## config.mk

```make
export PLATFORM = sky130hd
export DESIGN_NAME = ps2_kbd_event_rx
export DESIGN_NICKNAME = d
export VERILOG_FILES = /design/src/rtl/ps2_kbd_event_rx.sv
export SDC_FILE = /design/constraint.sdc
export NUM_CORES = 1
export LEC_CHECK = 0
export BUFFER_PORTS_ARGS = -buffer_cell sky130_fd_sc_hd__buf_2
export CAP_MARGIN = 20
export CELL_PAD_IN_SITES_DETAIL_PLACEMENT = 2
export CELL_PAD_IN_SITES_GLOBAL_PLACEMENT = 2
export CORE_MARGIN = 10
export CORE_UTILIZATION = 49
export CTS_CLUSTER_DIAMETER = 30
export DETAILED_ROUTE_END_ITERATION = 10
export PLACE_DENSITY = 0.85
export RECOVER_POWER = 100
export SYNTH_ARGS = -nofsm -noshare
export SYNTH_HDL_FRONTEND = slang
export SYNTH_SLANG_ARGS = --single-unit
```

## constraint.sdc

```tcl
create_clock -name clk -period 6.55 [get_ports clk]
set_input_delay 1.31 -clock clk [delete_from_list [all_inputs] [get_ports clk]]
set_output_delay 1.31 -clock clk [all_outputs]
set_load 0.05 [all_outputs]
```

## src/rtl/ps2_kbd_event_rx.sv

```systemverilog
// PS/2 keyboard receiver: parity/framing/timeout checks, E0/F0 decode, repeat filter, event FIFO.
// Latency: an event is written at the edge ending the stop-bit sample cycle; head/ready/count show it one cycle later.
// Backpressure: none toward the keyboard; a full FIFO drops the event and raises overflow until the next pop.
module ps2_kbd_event_rx #(
  parameter int FIFO_DEPTH     = 8,
  parameter int SYNC_STAGES    = 3,
  parameter int TIMEOUT_CYCLES = 2000,
  parameter int FILTER_REPEAT  = 1
) (
  input  logic                          clk,
  input  logic                          clrn,
  input  logic                          ps2_clk,
  input  logic                          ps2_data,
  input  logic                          nextdata_n,
  output logic [7:0]                    data,
  output logic                          is_break,
  output logic                          is_ext,
  output logic                          ready,
  output logic                          overflow,
  output logic                          frame_err,
  output logic [$clog2(FIFO_DEPTH):0]   count
);
  localparam int AW = $clog2(FIFO_DEPTH);
  localparam int CW = AW + 1;
  localparam int TW = $clog2(TIMEOUT_CYCLES + 1);

  typedef enum logic [1:0] {IDLE, DATA, PARITY, STOP} state_t;

  logic [SYNC_STAGES-1:0] clk_sync_q, dat_sync_q;
  logic                   prev_clk_q;
  logic                   ps2_clk_s, ps2_dat_s, fall;
  state_t                 state_q, state_d;
  logic [2:0]             bit_idx_q, bit_idx_d;
  logic [7:0]             shift_q, shift_d;
  logic                   parity_q, parity_d;
  logic [TW-1:0]          to_cnt_q, to_cnt_d;
  logic                   frame_ok, frame_bad, timeout;
  logic                   ext_q, ext_d, brk_q, brk_d;
  logic [9:0]             held_q, held_d;
  logic                   push_vld;
  logic [9:0]             push_dat;
  logic [9:0]             mem_q [FIFO_DEPTH];
  logic [AW-1:0]          wr_ptr_q, rd_ptr_q;
  logic [CW-1:0]          cnt_q;
  logic                   nd_q, ovf_q, frame_err_q;
  logic                   pop, full, wr_en, drop;
  logic [9:0]             head;

  assign ps2_clk_s = clk_sync_q[SYNC_STAGES-1];
  assign ps2_dat_s = dat_sync_q[SYNC_STAGES-1];
  assign fall      = prev_clk_q & ~ps2_clk_s;

  // Synchronise the PS/2 pins; idle-high reset so no false edge appears after reset.
  always_ff @(posedge clk or negedge clrn) begin
    if (!clrn) begin
      clk_sync_q <= '1;
      dat_sync_q <= '1;
      prev_clk_q <= 1'b1;
    end else begin
      clk_sync_q <= {clk_sync_q[SYNC_STAGES-2:0], ps2_clk};
      dat_sync_q <= {dat_sync_q[SYNC_STAGES-2:0], ps2_data};
      prev_clk_q <= ps2_clk_s;
    end
  end

  // Frame FSM and timeout counter state.
  always_ff @(posedge clk or negedge clrn) begin
    if (!clrn) begin
      state_q   <= IDLE;
      bit_idx_q <= '0;
      shift_q   <= '0;
      parity_q  <= 1'b0;
      to_cnt_q  <= '0;
    end else begin
      state_q   <= state_d;
      bit_idx_q <= bit_idx_d;
      shift_q   <= shift_d;
      parity_q  <= parity_d;
      to_cnt_q  <= to_cnt_d;
    end
  end

  // Frame next-state: sample data on each synced falling edge, abort on a stalled clock.
  always_comb begin
    state_d   = state_q;
    bit_idx_d = bit_idx_q;
    shift_d   = shift_q;
    parity_d  = parity_q;
    frame_ok  = 1'b0;
    frame_bad = 1'b0;
    timeout   = (state_q != IDLE) && !fall && (to_cnt_q == TW'(TIMEOUT_CYCLES));
    if (fall || state_q == IDLE) to_cnt_d = '0;
    else                         to_cnt_d = to_cnt_q + TW'(1);
    case (state_q)
      IDLE: if (fall && !ps2_dat_s) begin
        state_d   = DATA;
        bit_idx_d = 3'd0;
      end
      DATA: if (fall) begin
        shift_d   = {ps2_dat_s, shift_q[7:1]};
        bit_idx_d = bit_idx_q + 3'd1;
        if (bit_idx_q == 3'd7) state_d = PARITY;
      end
      PARITY: if (fall) begin
        parity_d = ps2_dat_s;
        state_d  = STOP;
      end
      STOP: if (fall) begin
        if (ps2_dat_s && (^shift_q ^ parity_q)) frame_ok  = 1'b1;
        else                                    frame_bad = 1'b1;
        state_d = IDLE;
      end
      default: state_d = IDLE;
    endcase
    if (timeout) begin
      state_d   = IDLE;
      frame_bad = 1'b1;
      to_cnt_d  = '0;
    end
  end

  // Prefix decode and typematic repeat filter for a completed byte.
  always_comb begin
    ext_d    = ext_q;
    brk_d    = brk_q;
    held_d   = held_q;
    push_vld = 1'b0;
    push_dat = {ext_q, brk_q, shift_q};
    if (frame_bad) begin
      ext_d = 1'b0;
      brk_d = 1'b0;
    end else if (frame_ok) begin
      if (shift_q == 8'hE0) ext_d = 1'b1;
      else if (shift_q == 8'hF0) brk_d = 1'b1;
      else begin
        ext_d    = 1'b0;
        brk_d    = 1'b0;
        push_vld = 1'b1;
        if (FILTER_REPEAT != 0) begin
          if (!brk_q) begin
            if (held_q == {1'b1, ext_q, shift_q}) push_vld = 1'b0;
            else                                  held_d   = {1'b1, ext_q, shift_q};
          end else if (held_q == {1'b1, ext_q, shift_q}) begin
            held_d = '0;
          end
        end
      end
    end
  end

  // Prefix flags and held-key register.
  always_ff @(posedge clk or negedge clrn) begin
    if (!clrn) begin
      ext_q  <= 1'b0;
      brk_q  <= 1'b0;
      held_q <= '0;
    end else begin
      ext_q  <= ext_d;
      brk_q  <= brk_d;
      held_q <= held_d;
    end
  end

  assign pop   = nd_q & ~nextdata_n & (cnt_q != '0);
  assign full  = (cnt_q == CW'(FIFO_DEPTH));
  assign wr_en = push_vld & (~full | pop);
  assign drop  = push_vld & full & ~pop;

  // Event storage; contents are don't-care while unoccupied.
  always_ff @(posedge clk) begin
    if (wr_en) mem_q[wr_ptr_q] <= push_dat;
  end

  // FIFO pointers, occupancy, overflow flag, pop edge detect and error pulse.
  always_ff @(posedge clk or negedge clrn) begin
    if (!clrn) begin
      wr_ptr_q    <= '0;
      rd_ptr_q    <= '0;
      cnt_q       <= '0;
      nd_q        <= 1'b1;
      ovf_q       <= 1'b0;
      frame_err_q <= 1'b0;
    end else begin
      nd_q        <= nextdata_n;
      frame_err_q <= frame_bad;
      if (wr_en) wr_ptr_q <= wr_ptr_q + AW'(1);
      if (pop)   rd_ptr_q <= rd_ptr_q + AW'(1);
      if (wr_en && !pop)      cnt_q <= cnt_q + CW'(1);
      else if (pop && !wr_en) cnt_q <= cnt_q - CW'(1);
      if (pop)       ovf_q <= 1'b0;
      else if (drop) ovf_q <= 1'b1;
    end
  end

  assign head      = mem_q[rd_ptr_q];
  assign ready     = (cnt_q != '0);
  assign data      = ready ? head[7:0] : 8'h00;
  assign is_break  = ready & head[8];
  assign is_ext    = ready & head[9];
  assign overflow  = ovf_q;
  assign frame_err = frame_err_q;
  assign count     = cnt_q;
endmodule

```

## Word level (Yosys, flattened, before mapping)

Memory sizes are Yosys's and may differ from the RTL's.
Cells that the tools add are included.

| cells by class | value |
|---|---|
| $add $sub $neg | 6 |
| equal/unequal tests | 20 |
| reductions and logical operators | 26 |
| bitwise gates (word level) | 17 |
| muxes and demuxes | 43 |

Operators with widths:

| kind | number |
|---|---|
| $mux W10 | 3 |
| $mux W1 | 25 |
| $mux W11 | 2 |
| $eq A8 B8 Y1 const B | 2 |
| $ne A3 B3 Y1 const B | 5 |
| $mux W2 | 6 |
| $add A11 B1 Y11 const B | 1 |
| $eq A11 B11 Y1 const B | 1 |
| $eq A10 B10 Y1 | 1 |
| $reduce_bool A2 Y1 | 5 |
| $add A3 B1 Y3 const B | 3 |
| $and A1 B1 Y1 | 8 |
| $mux W4 | 2 |
| $mux W8 | 1 |
| $pmux W2 S4 | 1 |
| $reduce_and A2 Y1 | 4 |
| $reduce_xor A8 Y1 | 1 |
| $not A1 Y1 | 7 |
| $logic_and A1 B1 Y1 | 6 |
| $mux W3 | 2 |
| $ne A2 B2 Y1 const B | 3 |
| $pmux W3 S2 | 1 |
| $reduce_and A6 Y1 | 1 |
| $reduce_and A5 Y1 | 1 |
| other kinds (15) | 20 |

| word-level totals | value |
|---|---|
| input bits | 5 |
| output and inout port bits | 17 |
| word-level logic and storage cells | 130 |
| memories | 1 |
| bits in writable memories | 80 |
| flip-flop bits (word level) | 57 |

Memories:

| memory | words | width | rd ports | clocked after Yosys merged registers in | write ports | line | RTL |
|---|---|---|---|---|---|---|---|
| mem_q | 8 | 10 | 1 | 0 | 1 | 42 | `logic [9:0] mem_q [FIFO_DEPTH];` |

## Logic depth before layout (Yosys ltp)

| logic depth | value |
|---|---|
| depth in word-level cells | 13 |
| gate-level depth with buffers | 15 |
| gate-level depth less buffers | 14 |

## Worst setup path before layout

No wires, ideal clock.

| timing path | value |
|---|---|
| path type | input -> register |
| from | in nextdata_n |
| to | reg cnt_q[3], in the netlist count[3] |
| path slack | 3241 ps |
| cell stages on the path | 13 |
| data arrival time | 3164 ps |
| setup time | 145 ps |
| buffers on the path | 1 |
| path through | nand2b_1 -> nand3_1 -> nand4_1 -> a21oi_1 -> buf_2 -> ha_1 -> inv_1 -> ha_1 -> a21o_1 -> a21oi_1 -> xnor2_1 -> nor2_1 -> xor2_1 |

| between the ends | value |
|---|---|
| longest elaborated chain between the ends | 8 |
| elaborated cells between the ends (all ways) | 11 |

RTL lines:

| what | line | RTL |
|---|---|---|
| start, declared | 14 | `input logic nextdata_n,` |
| $not A1 Y1 (*) | 164 | `assign pop = nd_q & ~nextdata_n & (cnt_q != '0);` |
| $and A1 B1 Y1 (*) (2 in series) | 164 |  |
| $or A1 B1 Y1 (*) | 166 | `assign wr_en = push_vld & (~full \| pop);` |
| $and A1 B1 Y1 (*) | 166 |  |
| net wr_en | 46 | `logic pop, full, wr_en, drop;` |
| $logic_not A1 Y1 | 189 | `else if (pop && !wr_en) cnt_q <= cnt_q - CW'(1);` |
| $logic_and A1 B1 Y1 | 189 |  |
| $reduce_bool A2 Y1 (no source line) | - |  |
| end signal, assigned | 188 | `if (wr_en && !pop) cnt_q <= cnt_q + CW'(1);` |
| end signal, assigned | 189 |  |
| end, declared | 44 | `logic [CW-1:0] cnt_q;` |

Mark *: on every way through the listed nets, which the timed path passes. The rest lies on a longest branch.
A chain may end at the register's enable or synchronous reset.

## Worst setup path in the final report

| timing path | value |
|---|---|
| from | reg rd_ptr_q[0] |
| to | out data[2] |

| between the ends | value |
|---|---|
| longest elaborated chain between the ends | 2 |

RTL lines:

| what | line | RTL |
|---|---|---|
| start, declared | 43 | `logic [AW-1:0] wr_ptr_q, rd_ptr_q;` |
| start signal, assigned | 187 | `if (pop) rd_ptr_q <= rd_ptr_q + AW'(1);` |
| $mem_v2 Z8 W10 | - |  |
| $mux W8 | 197 | `assign data = ready ? head[7:0] : 8'h00;` |
| end, declared | 15 | `output logic [7:0] data,` |

No other way between the ends.

==> summary.md <==
| Metric | Value |
|---|---|
| Area leader, netlist | edfxtp_1 |
| Resized cells post-CTS | 0 |
| Switching Fraction | 38.65% |
| Placed cell count | between 500 and 600 |
| Static leakage | 0.002646 uW |
| Sink Count | 137 |
| GR Util All Layers | 20.11% |
| Worst r2r dst | count[3] |
| Starting DRT DRC Count | 185 |
| Full die area | 17160 sq um |
| Final Net Count | between 400 and 500 |
| Hold Path Class | reg -> reg |
| Reg2reg start | shift_q[3] |
| Clock Skew | 0.01121 ns |
| Sw power | 1252 uW |
| Post-synthesis sequential area ratio | a little under two thirds |
| Setup_tns | 0 ns |
| Grt ovf | 0 |
| Die Y-Extent | 131.0 um |
| Setup bufs post-CTS | 0 |
| Core ar. | 12060 sq um |
| Synthesized area | just over 6000 sq um |
| Initial Utilization | 50.04% |
| Clock buffers created by TritonCTS | 17 |
| Crit-path slowest cell | clkbuf_1 |
| Initial antenna violation count | 0 |
| Routed len/inst | around 26 um |
| Final wirelength | 15.70 mm |
| Initial DRT Pass Iterations | 4 |
| Crit. End Element | output pin |
| Clock power share | approximately 29% |
| Crit path required time | approximately 5.2 ns |
| Cell breakdown of the critical path | clkbuf_1, mux4_2, mux2i_1, nor2_1, clkbuf_1 |
| Synth top area share | 39.80% |
| HP Start | clk_sync_q[0] |
| Post-Syn Instances | 405 |
| Peak VDD IR | 0.2206 mV |
| Distinct cells, synth | 51 |
| Relative slew slack | -115.2% |
| Max Cap Violations | 2 |
| Layout cells sized above 1 | 15.28% |
| Delay of the slowest critical-path stage | 1.25 ns |
| PortBufs | 21 |
| Crit path DAT | 3.47 ns |
| Status | finished, violations left |
| DRC | 0 |
| RePlAce Congestion | 0.7774 |
| R2r setup slk | 2.35 ns |
| Worst-Skew Late Latency | between 0.4 and 0.5 ns |
| Number of synthesized flops with an enable pin | 80 |
| Largest net degree at the start of global routing | 58 |
| Primary FF master, synth | edfxtp_1 |
| Period utilisation layout | 72.92% |
| Final Hold Viols | 0 |
| Diodes inserted | 0 |
| Vias | around 3600 |
| Combinational share of power | 32.7% |
| WS Path Type | reg -> out |
| Overall Power | 3240 uW |
| Die Width | 131.0 um |
| Worst-margin pin slew | 3.228 ns |
| Final setup vio count | 0 |
| Cells on worst reg2reg path | 14 |
| Final ANT Viol Nets | 0 |
| Top cells by area, synth | edfxtp_1 (40%), dfrtp_1 (20%), mux4_2 (7.5%), ha_1 (3.9%), dfstp_2 (3.5%) |
| Synth Net Count | 430 |
| Yosys warnings | 0 |
| Fmax | 209.4 MHz |
| Layout area overhead | 13.08% |
| CTS Hold Bufs | 0 |
| Int Pwr | 1988 uW |
| CTS tree | done |
| Worst hold endpoint | clk_sync_q[1] |
| Period minus WS final | about 4.8 ns |
| Clock Path Buffers | 2 |
| RSZ-0062 raised after global routing | false |
| Synth Register Bits | between 100 and 150 |
| H-tree Lvls | 4 |
| Crit path top cell by count | clkbuf_1 |
| I/O pin cnt | 22 |
| CP startpoint kind | register |
| Finished Layout Cells | 613 |
| Violated checks | max-capacitance violations, max-slew violations |
| Syn Area/Cell | 14.90 sq um |
| First-pass GRT wire length | roughly 25 mm |
| Root Buffer | clkbuf_16 |
| Power Density | 474.7 nW/um^2 |
| Clk pin slew, worst setup/hold paths | approximately 0.06 ns |
| # rows | 40 |
| Ys async rst share | 41.61% |
| Reg power frac | about two fifths |
| Hold slack | 0.3582 ns |
| Vias in the first global route | ~4000 |
| Max-slew violation count | 78 |
| DP HPWL | between 9 and 10 mm |
| Max FO, Critical Path | 19 |
| Cells on Worst Hold Path | 0 |
| DR vias/cell | 5.837 |
-- metal layers --
layer	share of wire (%)	vias up	track usage (%)
li1	-	1589	-
met1	39	1893	22.72
met2	55	76	35.55
met3	4.3	20	5.359
met4	1.7	0	7.717
met5	0	-	0
-- through the flow --
step	instance area [sq um]	worst slack [ns]	utilization, %
2_1_floorplan	6036	3.241	-
3_3_place_gp	6310	2.770	52.31
3_5_place_dp	6310	2.458	52.31
4_1_cts	6870	2.413	56.96
5_1_grt	6825	1.425	56.59
6_report	6825	1.774	56.59
-- Yosys cell counts (all sizes together), types with 2 or more instances --
cell / count
edfxtp: 80
dfrtp: 49
nor2: 27
xnor2: 22
mux4: 20
ha: 19
nand2: 16
and3: 15
inv: 15
o21ai: 13
mux2i: 11
clkbuf: 10
nand3: 9
nor3: 9
dfstp: 8
mux2: 8
buf: 7
nand4: 6
xor2: 6
a21oi: 5
a221o: 5
a211o: 4
nor4b: 4
and4b: 3
nand2b: 3
a211oi: 2
a21o: 2
and3b: 2
and4bb: 2
nor2b: 2
o21a: 2
o31ai: 2
or3: 2
or4: 2
-- cells by family after synthesis --
family / count (synthesis) / share of synthesized area [%]
compound gates: 41 / 4.768
xor+xnor: 29 / 4.561
fa+ha+maj: 20 / 4.270
buf+inv: 32 / 2.218
flops: 137 / 63.60
mux: 39 / 10.78
simple gates: 107 / 9.805
-- placed cells by master (no fill, tap or decap), types with 3 or more instances in the layout --
cell       Yosys  layout
ha_1          19      19
edfxtp_1      80      80
dfrtp_1       49      49
nand2_1       16      16
xor2_1         6       6
and4b_1        3       3
nand4_1        6       6
clkinv_1       0       3
clkbuf_16      0      17
nand2b_1       3       3
dfstp_2        8       6
nor2_1        27      27
a211o_1        4       4
o21ai_0       13      13
xnor2_1       21      22
inv_1         15      15
buf_2          5       6
clkbuf_1      10      19
mux2_2         8       7
mux4_2        20      20
nand3_1        8       9
a21oi_1        5       5
nor4b_1        4       4
and3_1        15      15
mux2i_1       11      11
clkinv_2       0       3
a221o_1        5       5
nor3_1         9       9
-- sequential cells by signal (all words and copies together), names as in the netlist, 2 cells and up --
name        flops
to_cnt_q       11
count           4
wr_ptr_q        3
rd_ptr_q        3
clk_sync_q      3
dat_sync_q      3
state_q         2
mem_q          80
shift_q         8
held_q         10
bit_idx_q       3
-- power by group through the flow --
stage	Combinational (uW)	Sequential [uW]	Clock, uW
final	1060	1250	932
after global routing	1160	1270	979
after CTS	1120	1250	947
after detailed placement	1090	1260	0
after global placement	1030	1240	0
after floorplan	821	1200	0
-- critical path, delay by kind of cell, from the launching register on --
kind                   cells  cell delay (ns)
AND/OR/NAND/NOR            1             0.21
multiplexers               2             0.55
buffers and inverters      2             1.80
flip-flops                 1             0.45
-- final cells by class --
| cell class | instances | area, sq um |
|---|---|---|
| Fill cell | 1059 | 5236 |
| Multi-Input combinational cell | 236 | 2051 |
| Sequential cell | 137 | 3839 |
| Clock buffer | 19 | 432.9 |
| Inverter | 15 | 56.30 |
| Clock inverter | 13 | 127.6 |
| Timing Repair Buffer | 25 | 108.9 |
| Tap cell | 168 | 210.2 |
-- how the worst max path moves through the flow --
stage               cells after the start       end        start  slack (ns)
global route                            5   data[2]  rd_ptr_q[0]        1.42
finish                                  5   data[2]  rd_ptr_q[0]        1.77
global placement                       13  count[3]   nextdata_n        2.77
CTS                                    14  count[3]   shift_q[3]        2.41
detailed placement                     14  count[3]   shift_q[1]        2.46
floorplan                              13  count[3]   nextdata_n        3.24
Note: power is estimated with default switching activity, not from simulation.
